$ cat config.mk
export PLATFORM = sky130hd
export DESIGN_NAME = ram_program_loader
export DESIGN_NICKNAME = d
export VERILOG_FILES = /design/src/rtl/ram_program_loader.sv
export SDC_FILE = /design/constraint.sdc
export NUM_CORES = 1
export LEC_CHECK = 0
export ABC_AREA = 1
export CAP_MARGIN = 20
export CORE_MARGIN = 1
export CORE_UTILIZATION = 55
export CTS_CLUSTER_SIZE = 8
export DETAILED_ROUTE_END_ITERATION = 8
export GPL_ROUTABILITY_DRIVEN = 0
export PLACE_DENSITY = 0.8
export SYNTH_ARGS = -nofsm -noshare
export SYNTH_HDL_FRONTEND = slang
export SYNTH_SLANG_ARGS = --single-unit
export TNS_END_PERCENT = 50
$ cat constraint.sdc
create_clock -name clk -period 2.12 [get_ports clk]
set_input_delay 0.53 -clock clk [delete_from_list [all_inputs] [get_ports clk]]
set_output_delay 0.53 -clock clk [all_outputs]
set_load 0.03 [all_outputs]
$ cat src/rtl/ram_program_loader.sv
// Loads a framed program image from a byte stream into word RAM.
// Holds the CPU in reset until a frame checksum is verified.
module ram_program_loader #(
  parameter int DATA_WIDTH = 32,
  parameter int ADDR_WIDTH = 6,
  parameter int TIMEOUT    = 1000000
) (
  input  logic                  clk,
  input  logic                  rst,
  input  logic                  rx_valid,
  input  logic [7:0]            rx_data,
  output logic                  ram_we,
  output logic [ADDR_WIDTH-1:0] ram_write_addr,
  output logic [DATA_WIDTH-1:0] ram_data,
  output logic                  busy,
  output logic                  done,
  output logic                  error,
  output logic                  cpu_rst
);

  localparam logic [7:0] SYNC = 8'hA5;
  localparam int TW = $clog2(TIMEOUT + 1);
  localparam int IW = ADDR_WIDTH + 1;
  localparam logic [16:0] DEPTH = 17'(2 ** ADDR_WIDTH);
  localparam logic [TW-1:0] T_LAST = TW'(TIMEOUT - 1);

  typedef enum logic [2:0] {
    S_IDLE,
    S_CNT_HI,
    S_CNT_LO,
    S_PAYLOAD,
    S_CHECK,
    S_DONE,
    S_ERROR
  } state_t;

  state_t          state;
  state_t          next_state;
  logic [7:0]      cnt_hi;
  logic [15:0]     n_words;
  logic [1:0]      lane;
  logic [IW-1:0]   word_idx;
  logic [IW-1:0]   idx_next;
  logic [7:0]      sum;
  logic [23:0]     word_lo;
  logic [TW-1:0]   tcnt;
  logic [15:0]     count;
  logic            word_end;
  logic            last_word;
  logic            timeout_hit;

  assign count       = {cnt_hi, rx_data};
  assign word_end    = (lane == 2'd3);
  assign idx_next    = word_idx + 1'b1;
  assign last_word   = (17'(idx_next) == 17'(n_words));
  assign timeout_hit = busy && !rx_valid && (tcnt == T_LAST);

  // State register.
  always_ff @(posedge clk) begin
    if (rst) state <= S_IDLE;
    else     state <= next_state;
  end

  // Next-state decode and state-derived status outputs.
  always_comb begin
    next_state = state;
    busy       = 1'b0;
    done       = 1'b0;
    error      = 1'b0;
    cpu_rst    = 1'b1;
    unique case (state)
      S_IDLE: begin
        if (rx_valid && rx_data == SYNC)
          next_state = S_CNT_HI;
      end
      S_CNT_HI: begin
        busy = 1'b1;
        if (rx_valid)
          next_state = S_CNT_LO;
      end
      S_CNT_LO: begin
        busy = 1'b1;
        if (rx_valid) begin
          if (17'(count) > DEPTH)
            next_state = S_ERROR;
          else if (count == 16'd0)
            next_state = S_CHECK;
          else
            next_state = S_PAYLOAD;
        end
      end
      S_PAYLOAD: begin
        busy = 1'b1;
        if (rx_valid && word_end && last_word)
          next_state = S_CHECK;
      end
      S_CHECK: begin
        busy = 1'b1;
        if (rx_valid)
          next_state = (rx_data == sum) ? S_DONE : S_ERROR;
      end
      S_DONE: begin
        done    = 1'b1;
        cpu_rst = 1'b0;
        if (rx_valid && rx_data == SYNC)
          next_state = S_CNT_HI;
      end
      S_ERROR: begin
        error = 1'b1;
        if (rx_valid && rx_data == SYNC)
          next_state = S_CNT_HI;
      end
      default: next_state = S_IDLE;
    endcase
    if (timeout_hit)
      next_state = S_ERROR;
  end

  // Inter-byte idle timer; only runs while a frame is open.
  always_ff @(posedge clk) begin
    if (rst)
      tcnt <= '0;
    else if (rx_valid || !busy)
      tcnt <= '0;
    else
      tcnt <= tcnt + 1'b1;
  end

  // Frame datapath: count capture, word assembly, checksum, RAM write.
  always_ff @(posedge clk) begin
    if (rst) begin
      cnt_hi         <= '0;
      n_words        <= '0;
      lane           <= '0;
      word_idx       <= '0;
      sum            <= '0;
      word_lo        <= '0;
      ram_we         <= 1'b0;
      ram_write_addr <= '0;
      ram_data       <= '0;
    end else begin
      ram_we <= 1'b0;
      if (rx_valid) begin
        unique case (state)
          S_IDLE, S_DONE, S_ERROR: begin
            if (rx_data == SYNC) begin
              cnt_hi   <= '0;
              n_words  <= '0;
              lane     <= '0;
              word_idx <= '0;
              sum      <= '0;
              word_lo  <= '0;
            end
          end
          S_CNT_HI: cnt_hi <= rx_data;
          S_CNT_LO: n_words <= count;
          S_PAYLOAD: begin
            sum  <= sum + rx_data;
            lane <= lane + 1'b1;
            unique case (lane)
              2'd0: word_lo[7:0]   <= rx_data;
              2'd1: word_lo[15:8]  <= rx_data;
              2'd2: word_lo[23:16] <= rx_data;
              default: begin
                ram_we         <= 1'b1;
                ram_write_addr <= word_idx[ADDR_WIDTH-1:0];
                ram_data       <= DATA_WIDTH'({rx_data, word_lo});
                word_idx       <= idx_next;
              end
            endcase
          end
          default: ;
        endcase
      end
    end
  end

endmodule

Yosys cells after proc, flatten, opt, wreduce, memory -nomap -nowiden
Cells that the tools add are included.

Word-level logic and storage cells: 110. Register bits after elaboration: 127. Output and inout port bits: 43.

$lt $le $gt $ge: 1. Bitwise gates (word level): 3. Equality and inequality tests: 28. Reductions and logical operators: 30. Muxes and demuxes: 30. Add/subtract/negate cells: 4.

Operator list (count): $pmux 24 s2 (1); $mux 8 (4); $pmux 16 s2 (1); $pmux 8 s2 (2); $mux 24 (1); $mux 3 (8); $add 20x1->20 const B (1); $eq 20x20->1 const B (1); $eq 7x16->1 (1); $gt 16x7->1 const B (1); $logic_not 16->1 (1); $mux 16 (1); $reduce_and 4->1 (4); $pmux 3 s5 (1); $mux 7 (2); $pmux 7 s2 (1); $ne 2x2->1 const B (6); $ne 3x3->1 const B (4); $reduce_and 3->1 (4); $reduce_and 5->1 (2); $eq 3x3->1 const B (3); $reduce_or 3->1 (3); $add 8x8->8 (1); $eq 8x8->1 (1); other kinds (21) (41).

Logic depth before layout (Yosys ltp)
Depth in word-level cells: 7. Gate-level depth with buffers: 14.

Worst setup path before layout
OpenSTA, ideal clock, no wires.

Kind: flip-flop to flip-flop. From: register state[2]. To: register word_idx[3]. Library setup time: 135 ps. Arrival: 1815 ps. Setup slack: 170 ps. Stages on the path, launching flop included: 9. Clock period less this slack: 1950 ps. Buffers on the path: 1. Path through: dfxtp_1 nand3_1 nand3_1 inv_1 o21ai_4 o21ai_2 buf_2 a31oi_1 a211oi_2.

Longest elaborated chain between the ends: 4.

RTL lines: start: declaration (line 37) `state_t state;`; start signal: assignment (line 61) `else state <= next_state;`; $eq 3x3->1 or $logic_not 3->1 (tied branches) (line 144) `unique case (state)`; $reduce_or 3->1 (no line); $ne 2x1->1 (no line) or $reduce_bool 2->1 (tied branches); $reduce_and 4->1 (no line); end signal: assignment (line 168) `word_idx <= idx_next;`; end: declaration (line 42) `logic [IW-1:0] word_idx;`.

Several ways; a longest one is shown, not always the timed one. A chain may end at the register's enable or synchronous reset.

Worst setup path after layout
From: register state[0]. To: output port busy.

Longest elaborated chain between the ends: 3.

RTL lines: $eq 3x2->1, or another cell as far along (line 71) `unique case (state)`; $reduce_or 4->1 (no line) *; $mux 1 * (line 71); end: declaration (line 15) `output logic busy,`.

Mark *: on every way between the ends. The rest lies on a longest branch, timed or not.

==> results.md <==
- Critical path, cell by cell: inv_4, nor3_2, nor3_2, nand2_1, buf_6
- TNS Setup: 0 ps
- Clock-pin slew on the worst setup and hold paths: about 70 ps
- Post-Synthesis Cells: between 700 and 800
- Fin. Hold Viols: 0
- Die Y: 103 um
- WHS Path Cells: 1
- Slew HR: ~60%
- TritonCTS clock tree: done
- Sw Share: a little under a third
- Layout area overhead: 29.4%
- Total net switching power: about 2.1 mW
- Launch point of the worst reg-to-reg path: state[0]
- Die area: ~11,000 um^2
- Worst-case clock buffer depth: 2
- Hold WC Path Type: register to register
- Final setup viols: 0
- Detail Placement HPWL: about 10,000 um
- Most common flop cell mapped by yosys: dfxtp_1
- Crit-path slowest cell: dfxtp_4
- Number of nets with antenna violations after routing: 0
- Hold_buf cts: 0
- Ys async rst share: 0%
- Number of global-route vias before repair: ~5.3k
- Worst slew pin tran: 602 ps
- Register area share after synthesis: 45.2%
- Clock power share: 42.0%
- First-pass GRT wire length: approximately 24,000 um
- Synth Net Count: approximately 800
- N_diodes: 0
- Fmax: about 480 MHz
- Drt pass-1 iters: 5
- Critical path type: register to output pin
- Startpoint types: register
- Dpl cells: roughly 1,000
- Root Driver: clkbuf_8
- Share of cells above drive strength 1: 14.1%
- DRT Wirelength: approximately 15,000 um
- Final slew viol count: 0
- Static leakage: 3.23 nW
- Layout Skew: 8.16 ps
- Total gr overflow: 0
- Outcome: finished, final reports clean
- Synthesized area: about 5600 um^2
- Final min period: between 2000 and 2500 ps
- Iter 0 DRT Violations: between 300 and 400
- EDFF count, synth: 0
- Crit-path max FO: 5
- GRT Overall Usage: 29.2%
- Cell variety after synth: 38
- Core Region: about 10000 um^2
- DR DRC count: 0
- Final layout net count: 892
- Largest net degree at the start of global routing: 47
- Power share of the combinational group: between 10% and 20%
- I/O pins: 54
- Hold_sp: tcnt[0]
- Int Power: 4.54 mW
- RSZ-0062 raised after global routing: yes
- Critical path arrival: ~1600 ps
- Sink Count: approximately 130
- IO buf count: between 50 and 60
- Highest cell delay on the worst timing path: around 400 ps
- Via count: between 5k and 6k
- Die width: around 100 um
- Final non-filler cell total: about 1k
- # Max-Cap Violations: 0
- Synth Warn #: 0
- Fin crit share: 99.0%
- PwrDens: a little over 900 nW/um^2
- CTS Buf Count: 17
- Max rail drop VDD: 508 uV
- Cell mode on critical path: nor3_2
- Drt wl/cell: 14.7 um
- Syn Area/Cell: 7.32 um^2
- Initial antenna violation count: 0
- Clock latency on the worst-skew pair: about 530 ps
- Initial Utilization: between 50% and 60%
- Vias/cell: about 5.5
- Worst setup path start: state[0]
- R2R cell count: 11
- Flop pwr share: between 30% and 40%
- Worst Path Required: between 1500 and 2000 ps
- Row count: 36
- CTS HTree Levels: 4
- Setup crit end kind: output pin
- Synthesized flop and latch total: 127
## cell families (layout without fill, tap and decap cells)
kind of cell	count (synthesis)	in the layout	share of synthesized area (%)
simple gates	352	352	26.8
fa+ha+maj	15	15	3.47
buf+inv	108	219	7.41
compound gates	156	156	15.5
xor+xnor	10	10	1.56
flops	127	127	45.2
## synth_stat cells, types with 6 or more instances
cell type,count,area [um^2]
nor2_1,143,537
dfxtp_1,127,2540
nand2_1,127,477
inv_1,77,289
o21ai_0,69,345
a21oi_1,56,280
nand3_1,37,185
clkbuf_1,18,67.6
ha_1,14,175
nor3_1,13,65.1
nand4_1,11,68.8
o22ai_1,9,56.3
or2_2,6,37.5
xor2_1,6,52.6
## area by class of cell
cell class | instances | area [um^2]
Sequential cell | 127 | 2550
Clock inverter | 14 | 145
Clock buffer | 18 | 418
Timing Repair Buffer | 102 | 956
Multi-Input combinational cell | 533 | 2700
Inverter | 85 | 334
Fill cell | 752 | 2550
Tap cell | 133 | 166
## sequential cells by signal (all words and copies together), names as in the netlist
register / flops
cnt_hi: 8
lane: 2
n_words: 16
ram_data: 32
ram_we: 1
ram_write_addr: 6
state: 3
sum: 8
tcnt: 20
word_idx: 7
word_lo: 24
## per-layer routing
layer | vias up | GRT usage [%] | share of wire [%]
met3 | 37 | 5.97 | 5.5
met1 | 2589 | 35.2 | 43
li1 | 2707 | - | -
met4 | 0 | 11.7 | 2.5
met5 | - | 0 | 0
met2 | 219 | 50.8 | 49
## worst paths after layout
path / to / slack [ps]
max: busy / 20
min: tcnt[0] / 450
max reg2reg: word_lo[14] / 90
min reg2reg: tcnt[0] / 450
## through the flow
stage / hold slack, ps / total power [mW] / setup slack, ps / cell area, um^2 / utilization [%]
6_report: 455 / 6.64 / 21.5 / 7270 / 74.1
5_1_grt: 473 / 6.87 / -27.5 / 7270 / 74.1
4_1_cts: 455 / 6.52 / -19.9 / 7180 / 73.2
3_5_place_dp: 444 / 3.73 / -399 / 6610 / 67.3
3_3_place_gp: 431 / 3.69 / -364 / 6610 / 67.3
2_1_floorplan: 418 / 3.34 / 170 / 5620 / -
## power by group through the flow
stage                     clock network (mW)  logic, mW  registers [mW]
after floorplan                            0      0.764            2.58
after global routing                    2.91       1.36            2.60
final                                   2.79       1.25            2.60
after detailed placement                   0       1.13            2.59
after global placement                     0       1.10            2.59
after CTS                               2.79       1.17            2.56
## placed cells by master, fill, tap and decap left out, types with 3 or more instances in the layout
cell             netlist  routed
nand4_1               11      11
a211oi_2               4       4
inv_6                  0       7
o21ai_2                4       4
xnor2_1                4       4
dfxtp_1              127     124
nor4_1                 4       4
buf_4                  0      46
o22ai_1                9       9
dfxtp_4                0       3
nor3_1                13       9
clkinvlp_4             0       3
inv_2                  5       4
inv_4                  2       4
a21oi_1               56      55
nor3_2                 0       3
buf_12                 0       3
or2_2                  6       6
clkbuf_16              0      16
dlymetal6s2s_1         0      12
nand2_1              127     127
o21ai_0               69      69
a31oi_1                4       4
nor2_1               143     142
nand3_1               37      37
clkdlybuf4s50_1        0      37
inv_1                 77      75
ha_1                  14      13
xor2_1                 6       6
## timing repair
item	in CTS	in global routing
endpoints found under the setup margin	4	20
endpoints found under the hold margin	0	0
buffers inserted	0	3
gates resized for setup	12	30
pin swaps	2	5
## critical path: cells and delay by family (launching register included)
family | cells | cell delay [ps]
flops | 1 | 400
buf+inv | 2 | 210
simple gates | 3 | 430
Note: power is estimated with default switching activity, not from simulation.
